`src/rtl/stm_focus_writer_pkg.sv`:
```
// Shared definitions for the focus-STM memory: FSM state type and the 64-bit
// entry field layout that both the writer and the focus-STM reader rely on.
package stm_pkg;

  localparam logic [1:0] ST_COLLECT = 2'd0;
  localparam logic [1:0] ST_WRITE   = 2'd1;
  localparam logic [1:0] ST_FULL    = 2'd2;

  typedef enum logic [1:0] {
    COLLECT = ST_COLLECT,
    WRITE   = ST_WRITE,
    FULL    = ST_FULL
  } state_t;

  localparam int FocusHwPerEntry = 4;

  localparam int X_LSB    = 0;
  localparam int X_W      = 18;
  localparam int Y_LSB    = 18;
  localparam int Y_W      = 18;
  localparam int Z_LSB    = 36;
  localparam int Z_W      = 18;
  localparam int INT_LSB  = 54;
  localparam int INT_W    = 8;
  localparam int RSVD_LSB = 62;
  localparam int RSVD_W   = 2;

  // Rebuilds an entry field by field so the reserved bits never carry host data.
  function automatic logic [63:0] pack_entry(input logic [63:0] raw);
    logic [63:0] e;
    e = '0;
    e[X_LSB   +: X_W]    = raw[X_LSB   +: X_W];
    e[Y_LSB   +: Y_W]    = raw[Y_LSB   +: Y_W];
    e[Z_LSB   +: Z_W]    = raw[Z_LSB   +: Z_W];
    e[INT_LSB +: INT_W]  = raw[INT_LSB +: INT_W];
    e[RSVD_LSB +: RSVD_W] = '0;
    return e;
  endfunction

endpackage

```
`src/rtl/stm_focus_writer_if.sv`:
```
// Halfword stream from the host path into the focus-STM writer.
interface stm_focus_writer_if;

  logic        IN_VALID;
  logic        IN_READY;
  logic [15:0] IN_DATA;
  logic        IN_LAST;

  modport master (output IN_VALID, IN_DATA, IN_LAST, input IN_READY);
  modport slave  (input IN_VALID, IN_DATA, IN_LAST, output IN_READY);

endinterface

```
`src/rtl/stm_focus_writer.sv`:
```
// Packs four host halfwords into one 64-bit focus entry and writes it to the
// focus STM BRAM at sequential addresses, tracking count and error flags.
//
// state   | meaning
// COLLECT | gathering halfwords of the current entry
// WRITE   | entry on the BRAM bus this cycle, input stalled
// FULL    | BRAM full, input drained and flagged until CLEAR/reset
module stm_focus_writer
  import stm_pkg::*;
#(
  parameter int  DEPTH = 8192,
  localparam int AW    = $clog2(DEPTH)
) (
  input  logic                      CLK,
  input  logic                      RESETN,
  input  logic                      CLEAR,
  stm_focus_writer_if.slave         s_in,
  output logic                      BRAM_WE,
  output logic [AW-1:0]             BRAM_ADDR,
  output logic [63:0]               BRAM_DIN,
  output logic [AW:0]               COUNT,
  output logic                      DONE,
  output logic                      ERR_OVERFLOW,
  output logic                      ERR_PARTIAL
);

  localparam logic [AW:0] PTR_FULL = (AW + 1)'(DEPTH);
  localparam logic [1:0]  LAST_HW  = 2'(FocusHwPerEntry - 1);

  state_t      state;
  logic [1:0]  hw_idx;
  logic [47:0] low_q;
  logic [AW:0] ptr;
  logic        ready;
  logic        accept;

  assign ready          = (state != WRITE);
  assign s_in.IN_READY  = ready;
  assign accept         = s_in.IN_VALID && ready;
  assign COUNT          = ptr;

  always_ff @(posedge CLK or negedge RESETN) begin
    if (!RESETN) begin
      state        <= COLLECT;
      hw_idx       <= '0;
      low_q        <= '0;
      ptr          <= '0;
      BRAM_WE      <= 1'b0;
      BRAM_ADDR    <= '0;
      BRAM_DIN     <= '0;
      DONE         <= 1'b0;
      ERR_OVERFLOW <= 1'b0;
      ERR_PARTIAL  <= 1'b0;
    end else begin
      BRAM_WE <= 1'b0;
      DONE    <= 1'b0;
      if (CLEAR) begin
        // address/data are left alone; a write already on the bus completes
        state        <= COLLECT;
        hw_idx       <= '0;
        ptr          <= '0;
        ERR_OVERFLOW <= 1'b0;
        ERR_PARTIAL  <= 1'b0;
      end else begin
        unique case (state)
          COLLECT: begin
            if (accept) begin
              if (hw_idx == LAST_HW) begin
                BRAM_WE   <= 1'b1;
                BRAM_ADDR <= ptr[AW-1:0];
                BRAM_DIN  <= pack_entry({s_in.IN_DATA, low_q});
                ptr       <= ptr + (AW + 1)'(1);
                hw_idx    <= '0;
                state     <= WRITE;
                DONE      <= s_in.IN_LAST;
              end else if (s_in.IN_LAST) begin
                hw_idx      <= '0;
                ERR_PARTIAL <= 1'b1;
                DONE        <= 1'b1;
              end else begin
                case (hw_idx)
                  2'd0:    low_q[15:0]  <= s_in.IN_DATA;
                  2'd1:    low_q[31:16] <= s_in.IN_DATA;
                  default: low_q[47:32] <= s_in.IN_DATA;
                endcase
                hw_idx <= hw_idx + 2'd1;
              end
            end
          end
          WRITE: begin
            state <= (ptr == PTR_FULL) ? FULL : COLLECT;
          end
          FULL: begin
            if (accept) begin
              ERR_OVERFLOW <= 1'b1;
              DONE         <= s_in.IN_LAST;
            end
          end
          default: state <= COLLECT;
        endcase
      end
    end
  end

endmodule

```
`src/flat_wrapper.sv`:
```
// flat-port wrapper written by rule: the top's interface ports become plain ports
module stm_focus_writer_flat import stm_pkg::*;
#(
  parameter int  DEPTH = 8192,
  localparam int AW    = $clog2(DEPTH)
)
  (CLK, RESETN, CLEAR, BRAM_WE, BRAM_ADDR, BRAM_DIN, COUNT, DONE, ERR_OVERFLOW, ERR_PARTIAL, s_in_IN_VALID, s_in_IN_DATA, s_in_IN_LAST, s_in_IN_READY);
  stm_focus_writer_if s_in_i ();
  input  logic CLK;
  input  logic RESETN;
  input  logic CLEAR;
  output logic BRAM_WE;
  output logic [AW-1:0] BRAM_ADDR;
  output logic [63:0] BRAM_DIN;
  output logic [AW:0] COUNT;
  output logic DONE;
  output logic ERR_OVERFLOW;
  output logic ERR_PARTIAL;
  input wire logic [$bits(s_in_i.IN_VALID)-1:0] s_in_IN_VALID;
  input wire logic [$bits(s_in_i.IN_DATA)-1:0] s_in_IN_DATA;
  input wire logic [$bits(s_in_i.IN_LAST)-1:0] s_in_IN_LAST;
  output wire logic [$bits(s_in_i.IN_READY)-1:0] s_in_IN_READY;
  assign s_in_i.IN_VALID = s_in_IN_VALID;
  assign s_in_i.IN_DATA = s_in_IN_DATA;
  assign s_in_i.IN_LAST = s_in_IN_LAST;
  assign s_in_IN_READY = s_in_i.IN_READY;
  stm_focus_writer #(.DEPTH(DEPTH)) u_core (.CLK(CLK), .RESETN(RESETN), .CLEAR(CLEAR), .s_in(s_in_i), .BRAM_WE(BRAM_WE), .BRAM_ADDR(BRAM_ADDR), .BRAM_DIN(BRAM_DIN), .COUNT(COUNT), .DONE(DONE), .ERR_OVERFLOW(ERR_OVERFLOW), .ERR_PARTIAL(ERR_PARTIAL));
endmodule
```
`config.mk`:
```
export PLATFORM = sky130hd
export DESIGN_NAME = stm_focus_writer_flat
export DESIGN_NICKNAME = d
export VERILOG_FILES = /design/src/rtl/stm_focus_writer_pkg.sv /design/src/rtl/stm_focus_writer_if.sv /design/src/rtl/stm_focus_writer.sv /design/src/flat_wrapper.sv
export SDC_FILE = /design/constraint.sdc
export NUM_CORES = 1
export LEC_CHECK = 0
export ABC_CLOCK_PERIOD_IN_PS = 3200
export CAP_MARGIN = 10
export CORE_MARGIN = 1
export CORE_UTILIZATION = 51
export DETAILED_ROUTE_END_ITERATION = 6
export GPL_TIMING_DRIVEN = 0
export PLACE_DENSITY_LB_ADDON = 0.3
export SYNTH_ARGS = -nofsm -noshare
export SYNTH_HDL_FRONTEND = slang
export SYNTH_SLANG_ARGS = --single-unit
export TNS_END_PERCENT = 30
```
`constraint.sdc`:
```
create_clock -name CLK -period 3.2 [get_ports CLK]
set_input_delay 0.96 -clock CLK [delete_from_list [all_inputs] [get_ports CLK]]
set_output_delay 0.96 -clock CLK [all_outputs]
set_load 0.02 [all_outputs]
```
==> qor.yml <==
p_leak_nw: 3.58
portBuffers: 114
final_max_slew_viol_count: 0
synth_top_area_cell: "dfrtp_1"
core_area_sq_um: 10900
fill_cells: 773
synth-edff-count: 0
cp_top_family: "simple AND/OR/NAND/NOR gates"
cts_setup_buffers: 0
cp_num_buf_inv: 2
cpPeakStageDelay_ns: 0.52
start_kind: "input pin"
preCtsSetupSlack_ns: -0.242
period_share: 0.905
grt_pass1_wl_microns: 19900
cts_root_buffer: "clkbuf_8"
top_layer: "met4"
totalWireLength_microns: 12400
syn_avg_cell_area_sq_um: 15.1
vias: 3600
dp_hpwl_microns: 8370
rows: 38
gr-usage-all-layers: 0.229
tns_ns: 0
ant_nets: 0
worst_pin_slew_ns: 0.773
wl_met3_microns: 737
ys_seq_area_frac: 0.632
clk_path_buf_depth: 2
place_inst: 636
layout-drive-gt1-share: 0.316
overflow: 0
power_density_nw_per_um2: 580
grt_pass1_vias: 3826
cts_sinks: 145
drt_iter0_markers: 116
ctsHtreeMaxLevel: 4
worst_ir_drop_vdd_mv: 0.363
grt_antenna_before_repair: 0
fin_util: 0.706
hp-class: "input pin to asynchronous set/reset pin"
fin_hold_ws_ns: 0.362
clkTransAtPathRegs_ns: 0.06
slew-limit-headroom: 0.484
final-instance-count-excl-fill: 668
worstPathArrival_ns: 3.30
finalSetupViolations: 0
critPathRequiredTime_ns: 3.60
cts_tree: "done"
fin_crit_ns: 2.90
maxCapViolCount: 0
endpoint_kind: "flop"
cts_hold_buf: 0
nets: 541
n_antenna_cell: 0
rsz0062_at_grt: "false"
synth_ff_type: "dfrtp_1"
r2r-start: "u_core.hw_idx[0]"
cts_buffers: 17
critical_path.cell_chain: "clkdlybuf4s50_1, or3b_1, nor4_1, nand2_1, clkbuf_1, mux2_2"
initial_core_util: 0.527
final_common_cell: "dfrtp_1"
timing.final.ws_setup_ns: 0.304
die-width_microns: 108
syn_inst: 380
crit_fanout: 10
die-area_sq_um: 11700
fin_skew_ns: 0.0104
final_cell_mix: "145 x dfrtp_1, 113 x mux2_2, 113 x clkdlybuf4s50_1"
async_flop_share: 1.00
yosysWarnings: 0
synth_top_area_frac: 0.632
worstReg2RegEnd: "u_core.BRAM_DIN[33]"
status: "completed"
reg2reg_slack_ns: 0.66
wl_met2_microns: 6240
yosysUniqueCellTypes: 38
drc: 0
fp.dieH_microns: 108
yosys-top-cells-area: "dfrtp_1 63%, mux2_2 22%, mux2_4 2.6%"
fmax_mhz: 345
reg2reg_depth: 6
slowest_stage: "clkdlybuf4s50_1"
routedWlPerCell_microns: 18.5
insertion_delay_ns: 0.52
via_per_inst: 5.39
area_growth_pct: 34.0
ys_seq_elements: 145
final_hold_viol_count: 0
wl_met1_microns: 5230
place_congestion: 0.730
grt_max_degree: 102
syn_area_sq_um: 5740
firstDrtPassIters: 4
worstSetupPathType: "input pin to flop"
ctsResizeCount: 0
ios: 117
## stage by stage
stage | area [sq um] | power (mW)
6_report | 7690 | 4.46
5_1_grt | 7690 | 4.63
4_1_cts | 7690 | 4.50
3_5_place_dp | 7090 | 2.51
3_3_place_gp | 7060 | 2.48
2_1_floorplan | 5740 | 2.33
## flip-flops by register name, summed over array words and instances (netlist names)
register and count:
u_core.BRAM_DIN 62, u_core.low_q 48, u_core.DONE 1, u_core.state 2, u_core.BRAM_ADDR 13, u_core.ERR_OVERFLOW 1
u_core.hw_idx 2, u_core.ERR_PARTIAL 1, u_core.BRAM_WE 1, u_core.COUNT 14
## layer usage
layer / vias to the layer above / track usage
met5: - / 0
met4: 0 / 0.0812
met3: 17 / 0.0530
met2: 124 / 0.375
met1: 1849 / 0.299
li1: 1610 / -
## cell type report
cell class	instances	area, sq um	area share
sequential	145	3630	0.472
multi-input combinational	209	1970	0.257
timing repair buffer	115	1170	0.152
clock buffer	19	442	0.0574
tap	140	175	0.0228
clock inverter	13	160	0.0208
buffer	19	109	0.0142
inverter	8	30.0	0.00391
## cell families after synthesis
| family | Yosys count | synth area share |
|---|---|---|
| other | 1 | 0.000654 |
| multiplexers | 123 | 0.248 |
| AND/OR/NAND/NOR | 48 | 0.0460 |
| XOR/XNOR | 8 | 0.0122 |
| AO/OA/AOI/OAI | 23 | 0.0257 |
| flip-flops | 145 | 0.632 |
| adder cells (fa/ha/maj) | 5 | 0.0109 |
| buffers and inverters | 27 | 0.0242 |
## power by group
group	internal (mW)	switching (mW)	total [mW]
clock network	1.23	0.750	1.98
logic	0.222	0.154	0.375
registers	2.01	0.0928	2.11
total	3.46	0.996	4.46
## how the worst max path moves through the flow
stage                   from                   to  slack [ns]  depth (start not counted)
5_1_grt        s_in_IN_VALID     u_core.low_q[23]        0.12                          6
4_1_cts        s_in_IN_VALID     u_core.low_q[23]        0.29                          6
6_report       s_in_IN_VALID     u_core.low_q[23]        0.30                          6
2_1_floorplan          CLEAR     u_core.low_q[34]        0.43                          6
3_3_place_gp          RESETN  u_core.BRAM_DIN[58]       -4.33                          1
3_5_place_dp   s_in_IN_VALID     u_core.low_q[23]       -0.24                          6
## cells in the mapped netlist, types with 3 or more instances
master     instances
a21oi_1            7
and3_1             4
buf_2              4
clkbuf_1           9
dfrtp_1          145
ha_1               5
inv_1              8
mux2_2           113
mux2_4            10
nand2_1            6
nor2_1            16
o2111ai_1          3
o211ai_1           3
o21ai_0            3
o31ai_1            3
or3_1              4
or4_1              5
xor2_1             7
Note: power is estimated with default switching activity, not from simulation.
